--- src/rtl/patch_pkg.sv ---
// rtl/patch_pkg.sv - shared enums and helpers for the patch-jack scanner
package patch_pkg;

  typedef enum logic [1:0] {
    ERR_NONE       = 2'd0,
    ERR_NO_SINK    = 2'd1,
    ERR_MULTI_SINK = 2'd2,
    ERR_LOOP       = 2'd3
  } err_code_e;

  typedef enum logic [1:0] {
    SCAN   = 2'd0,
    WALK   = 2'd1,
    COMMIT = 2'd2
  } state_e;

  // All-ones source code of the given width; wide enough for N_FX up to 14.
  function automatic logic [3:0] src_none(input int unsigned w);
    return 4'((32'd1 << w) - 32'd1);
  endfunction

endpackage

--- src/rtl/patch_sink_decode.sv ---
// rtl/patch_sink_decode.sv - classifies one source's sensed sinks as none, single or multiple
module patch_sink_decode #(
  parameter int N_FX  = 5,
  parameter int SRC_W = $clog2(N_FX + 2)
) (
  input  logic [N_FX:0]    conn,
  output logic             one_hot_ok,
  output logic             zero,
  output logic             multi,
  output logic [SRC_W-1:0] sink
);

  int unsigned hits;

  always_comb begin
    hits = 0;
    sink = '0;
    for (int i = 0; i <= N_FX; i++) begin
      if (conn[i]) begin
        hits = hits + 1;
        sink = SRC_W'(i);
      end
    end
  end

  assign zero       = (hits == 0);
  assign one_hot_ok = (hits == 1);
  assign multi      = (hits > 1);

endmodule

--- src/rtl/patch_router_scan.sv ---
// rtl/patch_router_scan.sv - scans patch jacks and commits the dry-to-master signal chain
// Build option PATCH_STABLE_CHECK_EN: commit only after two consecutive identical walks.
module patch_router_scan
  import patch_pkg::*;
#(
  parameter int N_FX   = 5,
  parameter int SETTLE = 192,
  parameter int SRC_W  = $clog2(N_FX + 2)
) (
  input  logic                  clk,
  input  logic                  rst_n,
  output logic [N_FX:0]         drive_n,
  input  logic [N_FX:0]         sense,
  output logic [N_FX*SRC_W-1:0] fx_src,
  output logic [SRC_W-1:0]      out_src,
  output logic                  update,
  output logic                  err,
  output logic [1:0]            err_code
);

  localparam int CNT_W = (SETTLE > 1) ? $clog2(SETTLE) : 1;
  localparam logic [CNT_W-1:0] CNT_LAST = CNT_W'(SETTLE - 1);
  localparam logic [SRC_W-1:0] DRY      = SRC_W'(N_FX);
  localparam logic [SRC_W-1:0] NONE     = SRC_W'(src_none(SRC_W));
  localparam logic [SRC_W-1:0] STEP_MAX = SRC_W'(N_FX + 1);

  typedef logic [N_FX-1:0][SRC_W-1:0] map_t;
  localparam map_t MAP_NONE = {N_FX{NONE}};

  state_e                state_q, state_d;
  logic [SRC_W-1:0]      probe_q, probe_d;
  logic [CNT_W-1:0]      cnt_q, cnt_d;
  logic [N_FX:0]         sync1_q, sync1_d, sync2_q, sync2_d;
  logic [N_FX:0]         drive_n_q, drive_n_d;
  logic [N_FX:0][N_FX:0] conn_q, conn_d;
  logic [SRC_W-1:0]      cur_q, cur_d, step_q, step_d;
  logic [N_FX:0]         visited_q, visited_d;
  map_t                  new_fx_q, new_fx_d, fx_src_q, fx_src_d;
  logic [SRC_W-1:0]      new_out_q, new_out_d, out_src_q, out_src_d;
  logic                  update_q, update_d, err_q, err_d;
  err_code_e             err_code_q, err_code_d;
`ifdef PATCH_STABLE_CHECK_EN
  map_t                  cand_fx_q, cand_fx_d;
  logic [SRC_W-1:0]      cand_out_q, cand_out_d;
  logic                  cand_valid_q, cand_valid_d;
`endif

  logic             dec_ok, dec_zero, dec_multi;
  logic [SRC_W-1:0] dec_sink;
  logic             fail, do_commit;
  err_code_e        fail_code;
  logic [N_FX:0]    self_mask;

  patch_sink_decode #(.N_FX(N_FX), .SRC_W(SRC_W)) u_decode (
    .conn       (conn_q[cur_q]),
    .one_hot_ok (dec_ok),
    .zero       (dec_zero),
    .multi      (dec_multi),
    .sink       (dec_sink)
  );

  always_comb begin
    sync1_d    = sense;
    sync2_d    = sync1_q;
    state_d    = state_q;
    probe_d    = probe_q;
    cnt_d      = cnt_q;
    conn_d     = conn_q;
    cur_d      = cur_q;
    step_d     = step_q;
    visited_d  = visited_q;
    new_fx_d   = new_fx_q;
    new_out_d  = new_out_q;
    fx_src_d   = fx_src_q;
    out_src_d  = out_src_q;
    update_d   = 1'b0;
    err_d      = err_q;
    err_code_d = err_code_q;
`ifdef PATCH_STABLE_CHECK_EN
    cand_fx_d    = cand_fx_q;
    cand_out_d   = cand_out_q;
    cand_valid_d = cand_valid_q;
`endif
    fail      = 1'b0;
    fail_code = ERR_NONE;
    do_commit = 1'b0;
    // Only an effect's own input is self-sense; dry and master are distinct jacks.
    self_mask = (probe_q == DRY) ? '0 : ({{N_FX{1'b0}}, 1'b1} << probe_q);

    case (state_q)
      SCAN: begin
        cnt_d = cnt_q + CNT_W'(1);
        if (cnt_q == CNT_LAST) begin
          conn_d[probe_q] = sync2_q & ~self_mask;
          cnt_d = '0;
          if (probe_q == DRY) begin
            state_d   = WALK;
            probe_d   = '0;
            cur_d     = DRY;
            step_d    = '0;
            visited_d = '0;
            new_fx_d  = MAP_NONE;
          end else begin
            probe_d = probe_q + SRC_W'(1);
          end
        end
      end
      WALK: begin
        if (dec_zero) begin
          fail      = 1'b1;
          fail_code = ERR_NO_SINK;
        end else if (dec_multi) begin
          fail      = 1'b1;
          fail_code = ERR_MULTI_SINK;
        end else if (dec_ok) begin
          if (dec_sink == DRY) begin
            new_out_d = cur_q;
            state_d   = COMMIT;
          end else if (visited_q[dec_sink] || step_q == STEP_MAX) begin
            fail      = 1'b1;
            fail_code = ERR_LOOP;
          end else begin
            new_fx_d[dec_sink]  = cur_q;
            visited_d[dec_sink] = 1'b1;
            cur_d               = dec_sink;
            step_d              = step_q + SRC_W'(1);
          end
        end
      end
      COMMIT: begin
        state_d = SCAN;
        probe_d = '0;
        cnt_d   = '0;
`ifdef PATCH_STABLE_CHECK_EN
        do_commit    = cand_valid_q && (cand_fx_q == new_fx_q) && (cand_out_q == new_out_q);
        cand_fx_d    = new_fx_q;
        cand_out_d   = new_out_q;
        cand_valid_d = 1'b1;
`else
        do_commit = 1'b1;
`endif
        if (do_commit) begin
          fx_src_d   = new_fx_q;
          out_src_d  = new_out_q;
          update_d   = (new_fx_q != fx_src_q) || (new_out_q != out_src_q);
          err_d      = 1'b0;
          err_code_d = ERR_NONE;
        end
      end
      default: state_d = SCAN;
    endcase

    if (fail) begin
      err_d      = 1'b1;
      err_code_d = fail_code;
      state_d    = SCAN;
      probe_d    = '0;
      cnt_d      = '0;
`ifdef PATCH_STABLE_CHECK_EN
      cand_valid_d = 1'b0;
`endif
    end

    // Registered so the jack drive never glitches; after reset the first window is one cycle short.
    drive_n_d = (state_d == SCAN) ? ~({{N_FX{1'b0}}, 1'b1} << probe_d) : '1;
  end

  always_ff @(posedge clk or negedge rst_n) begin
    if (!rst_n) begin
      state_q    <= SCAN;
      probe_q    <= '0;
      cnt_q      <= '0;
      sync1_q    <= '0;
      sync2_q    <= '0;
      drive_n_q  <= '1;
      conn_q     <= '0;
      cur_q      <= '0;
      step_q     <= '0;
      visited_q  <= '0;
      new_fx_q   <= MAP_NONE;
      new_out_q  <= DRY;
      fx_src_q   <= MAP_NONE;
      out_src_q  <= DRY;
      update_q   <= 1'b0;
      err_q      <= 1'b0;
      err_code_q <= ERR_NONE;
`ifdef PATCH_STABLE_CHECK_EN
      cand_fx_q    <= MAP_NONE;
      cand_out_q   <= DRY;
      cand_valid_q <= 1'b0;
`endif
    end else begin
      state_q    <= state_d;
      probe_q    <= probe_d;
      cnt_q      <= cnt_d;
      sync1_q    <= sync1_d;
      sync2_q    <= sync2_d;
      drive_n_q  <= drive_n_d;
      conn_q     <= conn_d;
      cur_q      <= cur_d;
      step_q     <= step_d;
      visited_q  <= visited_d;
      new_fx_q   <= new_fx_d;
      new_out_q  <= new_out_d;
      fx_src_q   <= fx_src_d;
      out_src_q  <= out_src_d;
      update_q   <= update_d;
      err_q      <= err_d;
      err_code_q <= err_code_d;
`ifdef PATCH_STABLE_CHECK_EN
      cand_fx_q    <= cand_fx_d;
      cand_out_q   <= cand_out_d;
      cand_valid_q <= cand_valid_d;
`endif
    end
  end

  assign drive_n  = drive_n_q;
  assign fx_src   = fx_src_q;
  assign out_src  = out_src_q;
  assign update   = update_q;
  assign err      = err_q;
  assign err_code = err_code_q;

endmodule

--- config.mk ---
export PLATFORM = sky130hd
export DESIGN_NAME = patch_router_scan
export DESIGN_NICKNAME = d
export VERILOG_FILES = /design/src/rtl/patch_pkg.sv /design/src/rtl/patch_sink_decode.sv /design/src/rtl/patch_router_scan.sv
export SDC_FILE = /design/constraint.sdc
export NUM_CORES = 1
export LEC_CHECK = 0
export CAP_MARGIN = 10
export CORE_ASPECT_RATIO = 1.2
export CORE_MARGIN = 2
export CORE_UTILIZATION = 55
export DETAILED_ROUTE_END_ITERATION = 7
export GPL_ROUTABILITY_DRIVEN = 0
export PLACE_DENSITY = 0.74
export SYNTH_ARGS = -nofsm -noshare
export SYNTH_HDL_FRONTEND = slang
export SYNTH_HIERARCHICAL = 1
export SYNTH_SLANG_ARGS = --single-unit
export TNS_END_PERCENT = 30
--- constraint.sdc ---
create_clock -name clk -period 7.55 [get_ports clk]
set_input_delay 0.755 -clock clk [delete_from_list [all_inputs] [get_ports clk]]
set_output_delay 0.755 -clock clk [all_outputs]
set_load 0.02 [all_outputs]
==> impl_metrics.py <==
metrics = {
    "grt": {
        "grt_max_degree": 64,
        "track_usage_pct": 23.84,
        "grt_overflow": 0,
        "antenna_found_initial": 0,
        "grt_pass1_wl_mm": 22.63,
        "grt_pass1_vias": 4639,
    },
    "logic_synthesis": {
        "synth_warnings": 6,
        "synth_adder_area_share_pct": 2.195,
        "netlist.top_cell.by_area": "dfrtp_1",
        "synth.area.top_cells": "dfrtp_1 32%, dfstp_2 17%, mux2_2 5.6%",
        "synth-edff-count": 0,
        "synth_nets": 591,
        "yosys_most_used_dff": "dfrtp_1",
        "synth_top_area_share_pct": 31.52,
        "synth_top_family_by_area": "simple AND/OR/NAND/NOR gates",
        "synth.avg_cell_area_um2": 10.96,
        "synth-seq-cells": 119,
        "synth.area.mux_share_pct": 9.956,
        "synthSimpleGateAreaFrac_pct": 16.86,
        "async_reset_ff_share_pct": 100.0,
        "synth_area_um2": 6271,
        "synth_cells": 572,
        "synth_compound_area_share_pct": 12.71,
        "synthDistinctLibCells": 83,
        "ys_seq_area_share_pct": 48.28,
        "yosys.area_share.xor_xnor_pct": 4.928,
    },
    "floorplanning": {
        "pin_count": 36,
        "initial_utilization_pct": 56.56,
        "die_w_um": 101.5,
        "row_count": 42,
        "die_y_um": 121.0,
        "die_area_um2": 12280,
        "core_area_um2": 11090,
    },
    "setup_path": {
        "required_ps": 7850,
        "arrival_ps": 6320,
        "worstReg2RegStart": "cur_q[0]",
        "startpoint_type": "flop",
        "reg2reg_to": "new_fx_q[5]",
        "critPathCaptureType": "flop",
        "worstPathMaxFanout": 15,
        "ff2ff_path_depth": 21,
        "crit_start": "cur_q[0]",
        "r2r_slack_ps": 1540,
        "critPathKind": "reg -> reg",
    },
    "cts": {
        "postCtsHoldBufs": 0,
        "cts_tree": "built",
        "ctsHtreeMaxLevel": 4,
        "cts_buffer_depth": 2,
        "clk_latency_ps": 410,
        "cts_setup_buffers": 0,
        "ctsResizeCount": 0,
        "numClockSinks": 119,
        "path_clk_slew_ps": 50,
        "cts_buffers": 17,
        "root_buffer": "clkbuf_16",
    },
    "placement": {
        "post-dp-hpwl_mm": 9.340,
        "place_area_um2": 6610,
        "io_buffers": 35,
    },
    "routing": {
        "drt_iter0_markers": 313,
        "drt.antenna.violating_nets": 0,
        "drcViolationCount": 0,
        "wl_mm": 13.43,
        "wl_per_cell_um": 17.49,
        "firstDrtPassIters": 5,
        "via_per_inst": 5.891,
        "route.vias.total": 4524,
    },
    "finish": {
        "syn2layout_area_growth_pct": 14.78,
        "stdcell_area_um2": 7198,
        "diodes": 0,
        "drive_above_1_share_pct": 24.10,
        "final_nets": 620,
        "fin_util_pct": 64.92,
    },
    "timing": {
        "setup_tns_ps": 0,
        "worst_pin_slew_ps": 1019,
        "finalHoldViolCount": 0,
        "relSlewSlack_pct": 32.09,
        "setup_violations": 0,
        "fin_crit_ps": 6015,
        "holdWs_ps": 348.0,
        "drv_slew": 0,
        "fmax_ghz": 0.1663,
        "fin_crit_sh_pct": 79.66,
        "clock_skew_ps": 6.569,
        "grt_setup_unrepaired": "false",
    },
    "pwr": {
        "vdd.ir_drop.worst_v": 0.0001399,
        "power_density_nw_per_um2": 200.8,
        "p_leak_uw": 0.003060,
    },
    "worst_hold_path": {
        "hold_depth": 0,
        "hold_class": "reg -> reg",
        "worstHoldEndpoint": "sync2_q[0]",
        "hp-start": "sync1_q[0]",
    },
    "status": {
        "status": "finished, final reports clean",
    },
    "run": {
        "max_cap_viol_count": 0,
    },
}
## cells in the mapped netlist (7+ instances only)
cell type,n
a21oi_1,42
a31oi_1,17
buf_2,9
buf_6,7
clkbuf_1,7
dfrtp_1,79
dfstp_2,40
ha_1,11
inv_1,22
mux2_2,31
mux2i_1,8
nand2_1,83
nand3_1,7
nor2_1,22
nor3_1,10
o21ai_0,15
o22ai_1,9
xnor2_1,23
## layout by cell type (no fill, tap or decap), types with 4 or more instances in the layout
master           Yosys  final
nand2_1             83     83
dfrtp_1             79     79
a21oi_1             42     42
dfstp_2             40     40
clkdlybuf4s50_1      0     34
mux2_2              31     31
xnor2_1             23     23
inv_1               22     22
nor2_1              22     22
a31oi_1             17     17
clkbuf_16            0     17
o21ai_0             15     15
ha_1                11     11
nor3_1              10     10
o22ai_1              9      9
mux2i_1              8      8
nand3_1              7      7
and2_1               6      6
mux4_2               6      6
o21ai_1              6      6
xor2_1               6      6
buf_4                3      6
nand3b_1             5      5
nor2b_1              5      5
nor4_4               5      5
nand2b_1             4      4
nand4_1              4      4
mux2_1               4      4
nor3b_1              4      4
clkinv_2             0      4
## sequential cells by signal, indices dropped and copies added (netlist names), 6 cells and up
register   count
sync2_q        6
new_fx_q      15
sync1_q        6
fx_src        15
visited_q      6
cnt_q          8
drive_n        6
conn_q        36
## where the power goes
part           total [uW]  internal [uW]  switching, uW
combinational        16.2           3.65           12.6
sequential            645            643           2.48
clock                 784            501            283
total                1450           1150            298
## routing by layer
| metal | up-vias | track usage, % | routed length (um) |
|---|---|---|---|
| li1 | 2083 | - | - |
| met1 | 2255 | 28.05 | 5367 |
| met2 | 141 | 40.73 | 7065 |
| met3 | 45 | 4.781 | 544 |
| met4 | 0 | 12.58 | 454 |
| met5 | - | 0 | 0 |
## cell type report
cell class,count,area (um2)
inverters,23,86.33
clock inverters,12,123.9
clock buffers,20,456.7
fillers,829,3890
flip-flops and latches,119,3028
well taps,154,192.7
repair buffers,40,385.4
multi-input cells,400,2925
## through the flow
step           total power [uW]  cells  setup slack (ps)
2_1_floorplan             655.1    572              2677
3_3_place_gp              671.8    735              1848
3_5_place_dp              672.4    735              1658
4_1_cts                    1454    767              1582
5_1_grt                    1488    768              1066
6_report                   1445    768              1535
## worst max-delay path, cell delays in order (launching register included)
cell and delay, ps:
dfrtp_1 950, mux4_2 380, inv_1 50, o22ai_1 760
inv_1 170, o21ai_0 310, ha_1 300, nand2b_1 160
o31ai_2 80, xnor2_1 90, mux2_2 270, ha_1 200
nand2_1 80, xnor2_1 150, xnor2_1 160, nor3_2 70
nor3b_2 180, nor4b_2 350, a32oi_2 240, or2_1 450
nor4_4 350, a21oi_1 140
## how the worst max path moves through the flow
stage | endpoint | slack, ps | cells past startpoint
2_1_floorplan | new_fx_q[13] | 2680 | 26
3_3_place_gp | visited_q[5] | 1850 | 22
3_5_place_dp | new_fx_q[1] | 1660 | 23
4_1_cts | new_fx_q[5] | 1580 | 21
5_1_grt | new_fx_q[5] | 1070 | 21
6_report | new_fx_q[5] | 1540 | 21
## cell families after synthesis
logic type               after synthesis
adder cells (fa/ha/maj)               11
buffers and inverters                 53
multiplexers                          50
XOR/XNOR                              31
flip-flops                           119
AO/OA/AOI/OAI                        120
AND/OR/NAND/NOR                      188
(Power assumes the default switching activity.)
==> RTL edit 1 (config.mk and constraints unchanged) <==
Set the parameter `SETTLE` to 288 (it was 192).
--- a/src/rtl/patch_router_scan.sv
+++ b/src/rtl/patch_router_scan.sv
@@ -6,3 +6,3 @@
   parameter int N_FX   = 5,
-  parameter int SETTLE = 192,
+  parameter int SETTLE = 288,
   parameter int SRC_W  = $clog2(N_FX + 2)
Formal check against the unedited RTL: same outputs for any inputs over 10 cycles, from zero or initial values and one cycle with rst_n low; that may be too few to reach the edited logic, so the function may still have changed.
==> RTL edit 1 against the original RTL <==
  * Hold slack lost 1.9 ps
  * Sequential cell count grew 1
  * Power grew 6.0%
  * Routed wire length fell by 2.6%
  * Area after synthesis fell by 1.5%
  * Count of clock-buffer cells in the layout is 1 higher
  * Design area decreased by 0.31%
  * Worst setup slack got worse by 360 ps
  * Critical path type unchanged
  * Critical endpoint is now visited_q[0]
  * Largest power group unchanged
==> RTL edit 1: results (changes against the original RTL) <==
M1 GR Usage -> 29.5% (+1.4 points)
Final WL -> 13100 um (-2.6%)
Mapped Nets -> 588 (-0.51%)
Commonest cells post-synth -> dfrtp_1 (80), nand2_1 (76), dfstp_2 (40)
Post-place setup slack -> 1320 ps (-334 ps)
Setup repair bufs after CTS -> 0 (unchanged)
Vias in the first global route -> 4430 (-4.5%)
HP Start -> sync1_q[0]
Detailed Routing Iterations Pass 1 -> 5 (unchanged)
Antenna fix cells -> 0 (unchanged)
WL met3 -> 477 um (-12%)
Crit path launch -> cur_q[0]
Via density -> 6.07 (+3.0%)
Largest stage delay on the critical path -> 910 ps (-40 ps)
Largest cells by area after synthesis -> dfrtp_1 (32%), dfstp_2 (17%), mux2_2 (5.7%)
Global router's overall resource usage -> 23.5% (-0.33 points)
Top Metal Used -> met4
Met2 Resource Use GR -> 39.2% (-1.6 points)
Largest net degree at the start of global routing -> 62 (-3.1%)
Peak VDD IR -> 0.000154 V (+10%)
Share of cells above drive strength 1 -> 23.3% (-0.76 points)
CP Data Arrival Time -> 6630 ps (+310 ps)
HPWL Detailed -> 8830 um (-5.4%)
Synth warn -> 6 (unchanged)
Largest register FFs -> 36 (unchanged)
Internal Power -> 1.23 mW (+7.1%)
Run status -> finished clean
Num CTS Buffers -> 17 (unchanged)
Placed cell count -> 704 (-4.2%)
CTS root buf -> clkbuf_16
Layout Nets -> 610 (-1.6%)
# port buffers -> 35 (unchanged)
CTS clk-pin slew, worst paths -> 50 ps (about the same)
Met1 WL -> 5540 um (+3.2%)
Tightest Pin Transition -> 1080 ps (+63.4 ps)
DRT iter0 DRCs -> 177 (-43%)
Max FO, Critical Path -> 16 (+1)
Cells after synthesis -> 569 (-0.52%)
Library cells used by synthesis -> 76 (-8.4%)
Global-route wire length before repair -> 22100 um (-2.3%)
Clock Latency Late Sink -> 420 ps
Via count -> 4467 (-1.3%)
Lkg Pwr -> 3.07 nW (+0.36%)
Fraction of registers with async set/reset -> 100% (unchanged)
Worst Skew -> 6.87 ps (+0.303 ps)
H-Tree Depth -> 4 (unchanged)
Post-synthesis sequential area ratio -> 49.4% (+1.2 points)
Reg with most FFs -> conn_q
Slowest cell on crit path -> dfrtp_1
Initial antenna violation count -> 0 (unchanged)
DP Area -> 6540 um2 (-1.1%)
Met3 Track Usage GR -> 5.13% (+0.34 points)
Met2 WL -> 6830 um (-3.3%)
Min-Delay Path Class -> flip-flop to flip-flop
Fillers -> 834 (+0.60%)
## RTL edit 1: power by group through the flow
stage          Sequential [mW]  Combinational (mW)  Clock, mW
2_1_floorplan            0.660            0.000563          0
3_3_place_gp             0.660              0.0165          0
3_5_place_dp             0.661              0.0172          0
4_1_cts                  0.650              0.0172      0.878
5_1_grt                  0.651              0.0192      0.911
6_report                 0.651              0.0161      0.865
## RTL edit 1: cells by family after synthesis
group           after synthesis  share of synthesized area, %
simple gates                182                          15.5
flops                       120                          49.4
compound gates              118                          13.0
buf+inv                      54                          3.99
mux                          53                          10.8
xor+xnor                     31                          5.01
fa+ha+maj                    11                          2.23
## RTL edit 1: critical path: cells and delay by family (launching register included)
kind / cells / cell delay (ps)
and+or+nand+nor: 7 / 1730
buffers and inverters: 3 / 310
muxes: 2 / 870
xor gates and xnor gates: 4 / 770
DFF: 1 / 910
AOI/OAI and AO/OA: 4 / 750
adders and majority gates: 3 / 870
## RTL edit 1: final timing paths
| path | endpoint | slack, ps | cells past startpoint |
|---|---|---|---|
| min reg2reg | sync2_q[0] | 350 | 0 |
| max | visited_q[0] | 1180 | 23 |
| max in group asynchronous | probe_q[1] | 5940 | 2 |
| min in group asynchronous | out_src[1] | 400 | 1 |
| max reg2reg | visited_q[0] | 1180 | 23 |
| min | sync2_q[0] | 350 | 0 |
## RTL edit 1: area by class of cell
| class | instances | area, um2 | share of cell area (%) |
|---|---|---|---|
| flip-flops and latches | 120 | 3050 | 42.5 |
| clock inverters | 11 | 170 | 2.37 |
| well taps | 132 | 165 | 2.30 |
| clock buffers | 21 | 470 | 6.56 |
| repair buffers | 38 | 370 | 5.16 |
| inverters | 19 | 71.3 | 0.994 |
| multi-input cells | 395 | 2880 | 40.1 |
==> RTL edit 2 (same flow settings) <==
Made on the original files. Encoding of `state_e`: now one-hot (3 bits for 3 states).
--- a/src/rtl/patch_pkg.sv
+++ b/src/rtl/patch_pkg.sv
@@ -10,6 +10,6 @@
 
-  typedef enum logic [1:0] {
-    SCAN   = 2'd0,
-    WALK   = 2'd1,
-    COMMIT = 2'd2
+  typedef enum logic [2:0] {
+    SCAN   = 3'b001,
+    WALK   = 3'b010,
+    COMMIT = 3'b100
   } state_e;
Function: same outputs for any inputs over 10 cycles, from zero or initial values and one cycle with rst_n low; not proved beyond that.
==> RTL edit 2 against the original RTL <==
  * Routed wire length fell by 4.8%
  * Power rose by 5.1%
  * Sequential cell count rose by 1
  * Worst setup slack got worse by 540 ps
  * Sequential share of layout area rose by 1.2 points
  * Area after synthesis fell by 4.1%
  * Fmax fell by 8.2%
  * Non-clock buffer count did not move
  * Design area fell by 1.9%
  * Critical path type unchanged
  * Critical endpoint is now step_q[1]
  * Largest cell class unchanged
  * Largest power group unchanged
  * Highest routed layer unchanged
==> RTL edit 2: results (changes against the original RTL) <==
Met2 WL -> 6720 um (-4.9%)
WL met3 -> 484 um (-11%)
Peak VDD IR -> 0.000229 V (+64%)
Clk tree area frac -> 8.93% (+0.87 points)
Layout Nets -> 595 (-4.0%)
Global-route wire length before repair -> 21400 um (-5.3%)
Post-synthesis sequential area ratio -> 50.8% (+2.5 points)
Met2 Resource Use GR -> 39.4% (-1.4 points)
Placed cell count -> 685 (-6.8%)
Part of the power in the clock network -> 56.1% (+1.9 points)
Hold Worst Slack -> 341 ps (-7.06 ps)
Largest net degree at the start of global routing -> 76 (+19%)
Lkg Pwr -> 3.01 nW (-1.6%)
Run status -> finished clean
DRT iter0 DRCs -> 225 (-28%)
# Taps -> 129 (-16%)
Via density -> 5.86 (-0.44%)
M1 GR Usage -> 28.7% (+0.60 points)
Syn Area/Cell -> 11.1 um2 (+1.4%)
Commonest cells post-synth -> nand2_1 (97), dfrtp_1 (79), dfstp_2 (41)
Rel. slew slack -> 28.4% (-3.7 points)
NonClk Buf Share -> 5.46% (+0.11 points)
Switching power -> 299 uW (+0.37%)
Met3 Track Usage GR -> 5.38% (+0.60 points)
Max FO, Critical Path -> 24 (+9)
Min Tclk post-route -> 6550 ps (+538 ps)
Fraction of area in registers -> 43.3% (+1.2 points)
Fraction of area in multi-input gates -> 38.8% (-1.8 points)
Vias in the first global route -> 4367 (-5.9%)
Power Dens Cells -> 215 nW/um2 (+7.1%)
Multi-input gate count -> 374 (-6.5%)
Avg WL per Cell -> 17.8 um (+1.8%)
DP Area -> 6420 um2 (-2.9%)
-- RTL edit 2: path summary, 6_finish.rpt --
check,slack [ps],cells past startpoint,to,from
max,1000,21,step_q[1],cur_q[0]
min,340,1,cnt_q[4],rst_n
max reg2reg,1000,21,step_q[1],cur_q[0]
min reg2reg,350,0,sync2_q[1],sync1_q[1]
max in group asynchronous,5910,2,conn_q[4],rst_n
min in group clk,350,0,sync2_q[1],sync1_q[1]
-- RTL edit 2: cell families (layout without fill, tap and decap cells) --
| family | Yosys count | count (layout) | share of synthesized area [%] |
|---|---|---|---|
| adders and majority gates | 11 | 11 | 2.29 |
| muxes | 51 | 51 | 10.5 |
| buffers and inverters | 47 | 95 | 3.74 |
| and+or+nand+nor | 192 | 192 | 16.0 |
| AOI/OAI and AO/OA | 89 | 89 | 11.6 |
| DFF | 120 | 120 | 50.8 |
| xor gates and xnor gates | 31 | 31 | 5.14 |
